<file path="src/rtl/solve_ntru_mul_arbiter_if.sv">
// Requester-side request/response bundle for the shared NTRU multiplier.
// Requesters drive master; the arbiter takes slave.
interface solve_ntru_mul_arbiter_if #(
    parameter int NUM_REQ = 2
);
    logic [NUM_REQ-1:0]    req_valid;
    logic [NUM_REQ-1:0]    req_ready;
    logic [NUM_REQ*12-1:0] req_a;
    logic [NUM_REQ*8-1:0]  req_b;
    logic [NUM_REQ-1:0]    rsp_valid;
    logic [NUM_REQ-1:0]    rsp_ready;
    logic [11:0]           rsp_p;

    modport master (
        output req_valid, req_a, req_b, rsp_ready,
        input  req_ready, rsp_valid, rsp_p
    );

    modport slave (
        input  req_valid, req_a, req_b, rsp_ready,
        output req_ready, rsp_valid, rsp_p
    );
endinterface

</file>
<file path="src/rtl/solve_ntru_mul_arbiter.sv">
// Round-robin front end for one pipelined 12s x 8ns multiplier.
// A tag pipeline shadows the multiplier so each product returns to its owner.
module solve_ntru_mul_arbiter #(
    parameter int NUM_REQ = 2,
    parameter int MUL_LAT = 3,
    parameter int IDW     = 1
) (
    input  logic                           clk,
    input  logic                           reset,
    solve_ntru_mul_arbiter_if.slave        bus,
    output logic                           mul_ce,
    output logic [11:0]                    mul_din0,
    output logic [7:0]                     mul_din1,
    input  logic [11:0]                    mul_dout,
    output logic                           busy
);
    logic [MUL_LAT-1:0] tag_vld;
    logic [IDW-1:0]     tag_id [MUL_LAT];
    logic [IDW-1:0]     rr_ptr;
    logic [IDW-1:0]     grant_id;
    logic [NUM_REQ-1:0] grant;
    logic [NUM_REQ-1:0] rsp_vld;
    logic               found;
    logic               stall;
    logic               issue;

    always_comb begin
        rsp_vld = '0;
        for (int i = 0; i < NUM_REQ; i++) begin
            rsp_vld[i] = tag_vld[MUL_LAT-1] && !reset &&
                         (tag_id[MUL_LAT-1] == IDW'(i));
        end
    end

    // Any unaccepted result freezes the whole pipe, not just its owner.
    assign stall  = |(rsp_vld & ~bus.rsp_ready);
    assign mul_ce = ~stall;

    always_comb begin
        int idx;
        found    = 1'b0;
        grant_id = '0;
        grant    = '0;
        for (int k = 0; k < NUM_REQ; k++) begin
            idx = int'(rr_ptr) + k;
            if (idx >= NUM_REQ) idx = idx - NUM_REQ;
            if (!found && bus.req_valid[IDW'(idx)]) begin
                found    = 1'b1;
                grant_id = IDW'(idx);
            end
        end
        if (found && !stall && !reset) grant[grant_id] = 1'b1;
    end

    assign issue = |grant;

    always_comb begin
        mul_din0 = '0;
        mul_din1 = '0;
        for (int i = 0; i < NUM_REQ; i++) begin
            if (grant[i]) begin
                mul_din0 = bus.req_a[12*i +: 12];
                mul_din1 = bus.req_b[8*i +: 8];
            end
        end
    end

    always_ff @(posedge clk) begin
        if (reset) begin
            tag_vld <= '0;
            rr_ptr  <= '0;
            for (int i = 0; i < MUL_LAT; i++) tag_id[i] <= '0;
        end else if (mul_ce) begin
            tag_vld[0] <= issue;
            tag_id[0]  <= grant_id;
            for (int i = 1; i < MUL_LAT; i++) begin
                tag_vld[i] <= tag_vld[i-1];
                tag_id[i]  <= tag_id[i-1];
            end
            if (issue) begin
                rr_ptr <= (grant_id == IDW'(NUM_REQ-1)) ? '0
                                                        : grant_id + IDW'(1);
            end
        end
    end

    assign bus.req_ready = grant;
    assign bus.rsp_valid = rsp_vld;
    assign bus.rsp_p     = mul_dout;
    assign busy          = (|tag_vld) & ~reset;
endmodule
</file>
<file path="src/flat_wrapper.sv">
// flat-port wrapper written by rule: the top's interface ports become plain ports
module solve_ntru_mul_arbiter_flat 
#(
    parameter int NUM_REQ = 2,
    parameter int MUL_LAT = 3,
    parameter int IDW     = 1
)
  (clk, reset, mul_ce, mul_din0, mul_din1, mul_dout, busy, bus_req_valid, bus_req_a, bus_req_b, bus_rsp_ready, bus_req_ready, bus_rsp_valid, bus_rsp_p);
  solve_ntru_mul_arbiter_if #(.NUM_REQ(NUM_REQ)) bus_i ();
  input  logic clk;
  input  logic reset;
  output logic mul_ce;
  output logic [11:0] mul_din0;
  output logic [7:0] mul_din1;
  input  logic [11:0] mul_dout;
  output logic busy;
  input wire logic [$bits(bus_i.req_valid)-1:0] bus_req_valid;
  input wire logic [$bits(bus_i.req_a)-1:0] bus_req_a;
  input wire logic [$bits(bus_i.req_b)-1:0] bus_req_b;
  input wire logic [$bits(bus_i.rsp_ready)-1:0] bus_rsp_ready;
  output wire logic [$bits(bus_i.req_ready)-1:0] bus_req_ready;
  output wire logic [$bits(bus_i.rsp_valid)-1:0] bus_rsp_valid;
  output wire logic [$bits(bus_i.rsp_p)-1:0] bus_rsp_p;
  assign bus_i.req_valid = bus_req_valid;
  assign bus_i.req_a = bus_req_a;
  assign bus_i.req_b = bus_req_b;
  assign bus_i.rsp_ready = bus_rsp_ready;
  assign bus_req_ready = bus_i.req_ready;
  assign bus_rsp_valid = bus_i.rsp_valid;
  assign bus_rsp_p = bus_i.rsp_p;
  solve_ntru_mul_arbiter #(.NUM_REQ(NUM_REQ), .MUL_LAT(MUL_LAT), .IDW(IDW)) u_core (.clk(clk), .reset(reset), .bus(bus_i), .mul_ce(mul_ce), .mul_din0(mul_din0), .mul_din1(mul_din1), .mul_dout(mul_dout), .busy(busy));
endmodule
</file>
<file path="config.mk">
export PLATFORM = sky130hd
export DESIGN_NAME = solve_ntru_mul_arbiter_flat
export DESIGN_NICKNAME = d
export VERILOG_FILES = /design/src/rtl/solve_ntru_mul_arbiter_if.sv /design/src/rtl/solve_ntru_mul_arbiter.sv /design/src/flat_wrapper.sv
export SDC_FILE = /design/constraint.sdc
export NUM_CORES = 1
export LEC_CHECK = 0
export BUFFER_PORTS_ARGS = -buffer_cell sky130_fd_sc_hd__clkbuf_2
export CORE_MARGIN = 2
export CORE_UTILIZATION = 31
export DETAILED_ROUTE_END_ITERATION = 8
export GPL_TIMING_DRIVEN = 0
export PLACE_DENSITY = 0.79
export SLEW_MARGIN = 20
export SYNTH_ARGS = -nofsm -noshare
export SYNTH_HDL_FRONTEND = slang
export SYNTH_SLANG_ARGS = --single-unit
export TNS_END_PERCENT = 30
</file>
<file path="constraint.sdc">
create_clock -name clk -period 1.9 [get_ports clk]
set_clock_uncertainty 0.05 [all_clocks]
set_input_delay 0.095 -clock clk [delete_from_list [all_inputs] [get_ports clk]]
set_output_delay 0.095 -clock clk [all_outputs]
set_load 0.03 [all_outputs]
</file>
==> flow_summary.toml, run 1 <==
[layout]
drive_gt1_frac = 0.587
diodes = 0
fill_cells = 215
nets = 238
fin_cells = 207
area_delta_synth_final_pct = 69.1

[critical_path]
r2r_end = "u_core.tag_id[0][1]"
critPathKind = "register to output port"
cp-end-kind = "output port"
reg2reg_slack_ps = 310
cp_cell_sequence = "mux2i_4 -> a21o_4 -> buf_4 -> nor2_1 -> buf_2"
critPathLaunchType = "register"
critPathCapture = "mul_din1[4]"
crit_arrival_ps = 1690
critPathSlowestCell = "edfxtp_1"
worst_ep_required_time_ps = 1750
startpoint = "u_core.tag_id[0][2]"
rr_startpoint = "u_core.tag_id[0][2]"
cp_max_fo = 10
rr_worst_depth = 4
crit_path_max_incr_delay_ps = 450

[cts]
clockRootBuffer = "clkbuf_4"
cts_buffer_depth = 2
clkLatencyLatePin_ps = 260
clock-sinks = 7
htreeDepth = 1
cts_tree = "yes"
clk_pin_slew_ps = 60
cts_buffers = 3

[logic_synthesis]
syn_inst = 92
synth_cell_types = 22
syn-cell-area_um2 = 746
avgSynthCellArea_um2 = 8.11
synth_seq_area_share = 0.228
synth_warnings = 0
syn_nets = 150
ys_ff_latch = 7

[power_and_ir_drop]
ir_drop_v = 0.000282
p_per_area_mw_per_mm2 = 533
power.leakage_uw = 0.000722

[floorplanning]
die_area_mm2 = 0.00281
die_w_um = 53.0
die-height_um = 53.0
core_area_mm2 = 0.00223
boundaryPins = 96
initial_core_util = 0.334
rows = 17

[global_routing]
grt_max_degree = 11
grt_pass1_wl_um = 3510
antenna_found_initial = 0
track_usage = 0.166
grt_pass1_vias = 846
gr-total-overflow = 0

[placed_design]
placedCellCount = 202
hpwl_um = 1980
gp_congestion = 0.667
port_buffers = 82

[drt]
first_pass_iters = 4
drt_wl_total_um = 2320
wire_per_inst_um = 11.2
drc = 0
vias = 932
post_drt_via_cell_ratio = 4.50
ant_nets = 0
dr.first_iter.drc_count = 4

[flow_run]
drv_cap = 0

[sta]
max_slew_margin = 0.749
maxSlewViolCount = 0
fin_crit_ps = 1830
fmax_mhz = 546
rsz0062_at_grt = "no"
finalHoldViolCount = 0
period_share = 0.963
tightest_slew_ps = 377
setup-violations-final = 0
setup_tns_ps = 0

[hold_path]
min_path_type = "input pin to register"

[outcome]
outcome = "finished, final reports clean"
## flip-flops by register name, summed over array words and instances, names as in the netlist
register / cells
u_core.tag_vld: 3
u_core.tag_id: 3
u_core.rr_ptr: 1
## power breakdown
part	internal, µW	total (µW)	switching (µW)	leakage [µW]
Combinational	156	359	204	0.000637
Sequential	167	171	3.74	0.0000694
Clock	80.6	142	61.7	0.0000150
## kinds of logic (layout without fill, tap and decap cells)
logic type | Yosys count | count (layout) | synth area share
AOI/OAI and AO/OA | 6 | 6 | 0.0554
buffers and inverters | 22 | 109 | 0.186
DFF | 7 | 7 | 0.228
muxes | 21 | 21 | 0.287
and+or+nand+nor | 36 | 36 | 0.243
## cells in the final DEF, fill, tap and decap left out, drive strengths merged, types with 2 or more instances in the layout
master | netlist | final
and3b | 3 | 3
buf | 17 | 26
clkbuf | 2 | 80
dfxtp | 4 | 4
edfxtp | 3 | 3
inv | 3 | 3
mux2i | 21 | 21
nand2b | 2 | 2
nand3b | 2 | 2
nor2 | 24 | 24
o21ai | 2 | 2
## worst max-delay path, delay by kind of cell (launching register included)
kind | cells | cell delay (ps)
flops | 1 | 450
buf+inv | 2 | 380
compound gates | 1 | 240
mux | 1 | 230
simple gates | 1 | 120
## timing repair
item / in CTS / in global routing
setup buffers: 0 / 1
setup endpoints to repair: 18 / 19
hold buffers: 0 / 0
resized for setup: 2 / 23
pin swaps: 0 / 0
## worst min-delay path by stage
stage	from	endpoint	slack, ps	cells after the start
detailed placement	mul_dout[1]	bus_rsp_p[1]	400	2
floorplan	mul_dout[0]	bus_rsp_p[0]	270	1
global route	reset	u_core.rr_ptr	260	3
global placement	mul_dout[6]	bus_rsp_p[6]	400	2
finish	reset	u_core.rr_ptr	250	3
CTS	reset	u_core.rr_ptr	250	3
## per-layer routing
metal  track usage  routed length (µm)  vias to the layer above
met5             0                   0                        -
met4        0.0726                  26                        0
met3        0.0282                 187                        5
met2         0.310                1260                       47
met1         0.182                 842                      407
li1              -                   -                      473
## stage by stage
stage	worst slack [ps]	cell area (µm²)	util	total power, µW	hold slack (ps)
CTS	6.29	1230	0.550	668	247
global placement	290	1190	0.533	514	403
finish	69.4	1260	0.565	672	245
detailed placement	271	1190	0.533	523	402
floorplan	227	746	-	417	272
global route	10.9	1260	0.565	713	256
## final cells by class
type / count / area, µm² / share of cell area
Tap cell: 28 / 35.0 / 0.0278
Timing Repair Buffer: 83 / 438 / 0.347
Inverter: 3 / 11.3 / 0.00893
Sequential cell: 7 / 170 / 0.135
Multi-Input combinational cell: 63 / 453 / 0.359
Buffer: 19 / 128 / 0.101
Clock buffer: 4 / 26.3 / 0.0208
## synth_stat cells
library cell	count	area [µm²]
nor2_1	24	90.1
mux2i_1	20	200
buf_4	14	105
dfxtp_1	4	80.1
and3b_1	3	26.3
buf_2	3	15.0
edfxtp_1	3	90.1
inv_1	3	11.3
clkbuf_1	2	7.51
nand2b_1	2	12.5
nand3b_1	2	15.0
o21ai_0	2	10.0
a211oi_1	1	7.51
a21o_1	1	7.51
and4b_1	1	10.0
mux2i_2	1	13.8
nor3_1	1	5.00
nor3b_1	1	7.51
nor4b_1	1	8.76
o21bai_1	1	7.51
o32ai_1	1	8.76
or3_1	1	6.26
(Power assumes the default switching activity.)
==> inputs of run 2 (changes only) <==
--- a/config.mk
+++ b/config.mk
@@ -7,10 +7,10 @@
 export LEC_CHECK = 0
 export BUFFER_PORTS_ARGS = -buffer_cell sky130_fd_sc_hd__clkbuf_2
 export CORE_MARGIN = 2
-export CORE_UTILIZATION = 31
+export CORE_UTILIZATION = 34
 export DETAILED_ROUTE_END_ITERATION = 8
 export GPL_TIMING_DRIVEN = 0
-export PLACE_DENSITY = 0.79
+export PLACE_DENSITY = 0.85
 export SLEW_MARGIN = 20
 export SYNTH_ARGS = -nofsm -noshare
 export SYNTH_HDL_FRONTEND = slang
==> constraint.sdc (replaced) <==
create_clock -name clk -period 2.2 [get_ports clk]
set_clock_uncertainty 0.05 [all_clocks]
set_input_delay 0.11 -clock clk [delete_from_list [all_inputs] [get_ports clk]]
set_output_delay 0.11 -clock clk [all_outputs]
set_load 0.03 [all_outputs]
==> run 2 against run 1 <==
Effect of this change:
- cell count shrank 0.97%
- cell area shrank 3.6%
- critical path depth is the same
- flip-flop and latch count is the same
- combinational power shrank 17%
- worst setup slack gained 220 ps
- via count grew 1.4%
- power shrank 17%
- core utilization grew 3.7 points
- clock power shrank 20%
- critical path type unchanged
==> flow_summary.toml, run 2 (synthesis gave the netlist of run 1 again) <==
[critical_path]
worst_ep_required_time_ps = 2040
crit_arrival_ps = 1750
cp_max_fo = 10
crit_buf_inv = 2
crit_family = "flip-flops"
cp_cell_sequence = "mux2i_2 -> a21o_1 -> buf_4 -> nor2_1 -> clkbuf_2"
critPathLaunchType = "register"
cp-end-kind = "output port"
crit_path_max_incr_delay_ps = 430
critPathKind = "register to output port"
critPathSlowestCell = "edfxtp_1"

[cts]
cts_resized = 0
postCtsSetupBuffers = 0
ctsHoldBuffers = 0
clockRootBuffer = "clkbuf_4"
clk_pin_slew_ps = 50
cts_tree = "yes"
clkLatencyLatePin_ps = 250
htreeDepth = 1
cts_buffers = 3
clock-sinks = 7
cts_buffer_depth = 2

[floorplanning]
boundaryPins = 96
core_area_mm2 = 0.00202
initial_core_util = 0.369
rows = 16
die_area_mm2 = 0.00258
die-height_um = 50.8
die_w_um = 50.8

[sta]
max_slew_margin = 0.774
tightest_slew_ps = 333
maxSlewViolCount = 0
setup_tns_ps = 0
setup-violations-final = 0
fmax_mhz = 523
period_share = 0.868
rsz0062_at_grt = "no"
fin_crit_ps = 1910
finalHoldViolCount = 0

[global_routing]
grt_pass1_vias = 964
grt_pass1_wl_um = 3850
gr-total-overflow = 0
antenna_found_initial = 0
grt_max_degree = 11
track_usage = 0.191

[layout]
top_regs = "u_core.tag_id x3, u_core.tag_vld x3, u_core.rr_ptr x1"
nets = 237
fin_area_mm2 = 0.00122
mostFrequentLayoutCell = "clkbuf_2"
fill_cells = 191
mostFrequentLayoutCells = "82 x clkbuf_2, 24 x nor2_1, 20 x mux2i_1"
diodes = 0
utilization = 0.601
drive_gt1_frac = 0.579
area_delta_synth_final_pct = 63.1

[drt]
first_pass_iters = 4
drt_wl_total_um = 2230
vias = 945
drc = 0
post_drt_via_cell_ratio = 4.61
dr.first_iter.drc_count = 4
wire_per_inst_um = 10.9
ant_nets = 0

[power_and_ir_drop]
power.leakage_uw = 0.000709
total_power_uw = 561
p_per_area_mw_per_mm2 = 461
ir_drop_v = 0.000282

[placed_design]
postPlaceCellArea_mm2 = 0.00119
hpwl_um = 1880
gp_congestion = 0.671
port_buffers = 82

[flow_run]
drv_cap = 0

[outcome]
outcome = "finished, final reports clean"

[hold_path]
min_path_type = "input pin to register"
## run 2: changes by cell type in the layout (fill, tap and decap cells not counted)
cell	delta
a21o_1	+1
a21o_4	-1
buf_2	-2
buf_4	-7
clkbuf_2	+10
clkbuf_4	-2
mux2i_2	+1
mux2i_4	-1
## run 2: area by class of cell
type | instances | area, µm² | area share
repair buffers | 82 | 410 | 0.337
inverters | 3 | 11.3 | 0.00926
clock buffers | 4 | 26.3 | 0.0216
plain buffers | 19 | 128 | 0.105
flip-flops and latches | 7 | 170 | 0.140
multi-input cells | 63 | 437 | 0.359
well taps | 27 | 33.8 | 0.0278
## run 2: per-stage QoR
step | std cells | hold slack (ps) | worst slack (ps)
4_1_cts | 205 | 268 | 259
5_1_grt | 205 | 280 | 116
2_1_floorplan | 92 | 302 | 527
3_3_place_gp | 201 | 412 | 579
6_report | 205 | 274 | 289
3_5_place_dp | 201 | 431 | 552
## run 2: per-layer routing
layer	GRT usage	wire, µm
met3	0.0556	198
met5	0	0
met4	0.0676	4
met2	0.362	1230
met1	0.197	794
## run 2: final timing paths
kind	from	end	slack, ps	depth (start not counted)
setup / recovery	u_core.tag_id[0][2]	mul_din0[3]	290	5
setup reg to reg	u_core.tag_id[0][2]	u_core.tag_id[0][0]	600	4
hold / removal	reset	u_core.rr_ptr	270	3
hold reg to reg	u_core.tag_vld[0]	u_core.tag_vld[0]	450	2
## run 2: worst reg2reg max path, delay by kind of cell, from the launching register on
kind                   cells  cell delay, ps
buffers and inverters      1             200
and+or+nand+nor            1              50
DFF                        1             430
AOI/OAI and AO/OA          1             280
muxes                      1             350
## run 2: power breakdown
part / internal, µW / switching, µW
Clock: 69.1 / 45.1
Combinational: 126 / 173
Sequential: 144 / 3.24
Total: 339 / 222
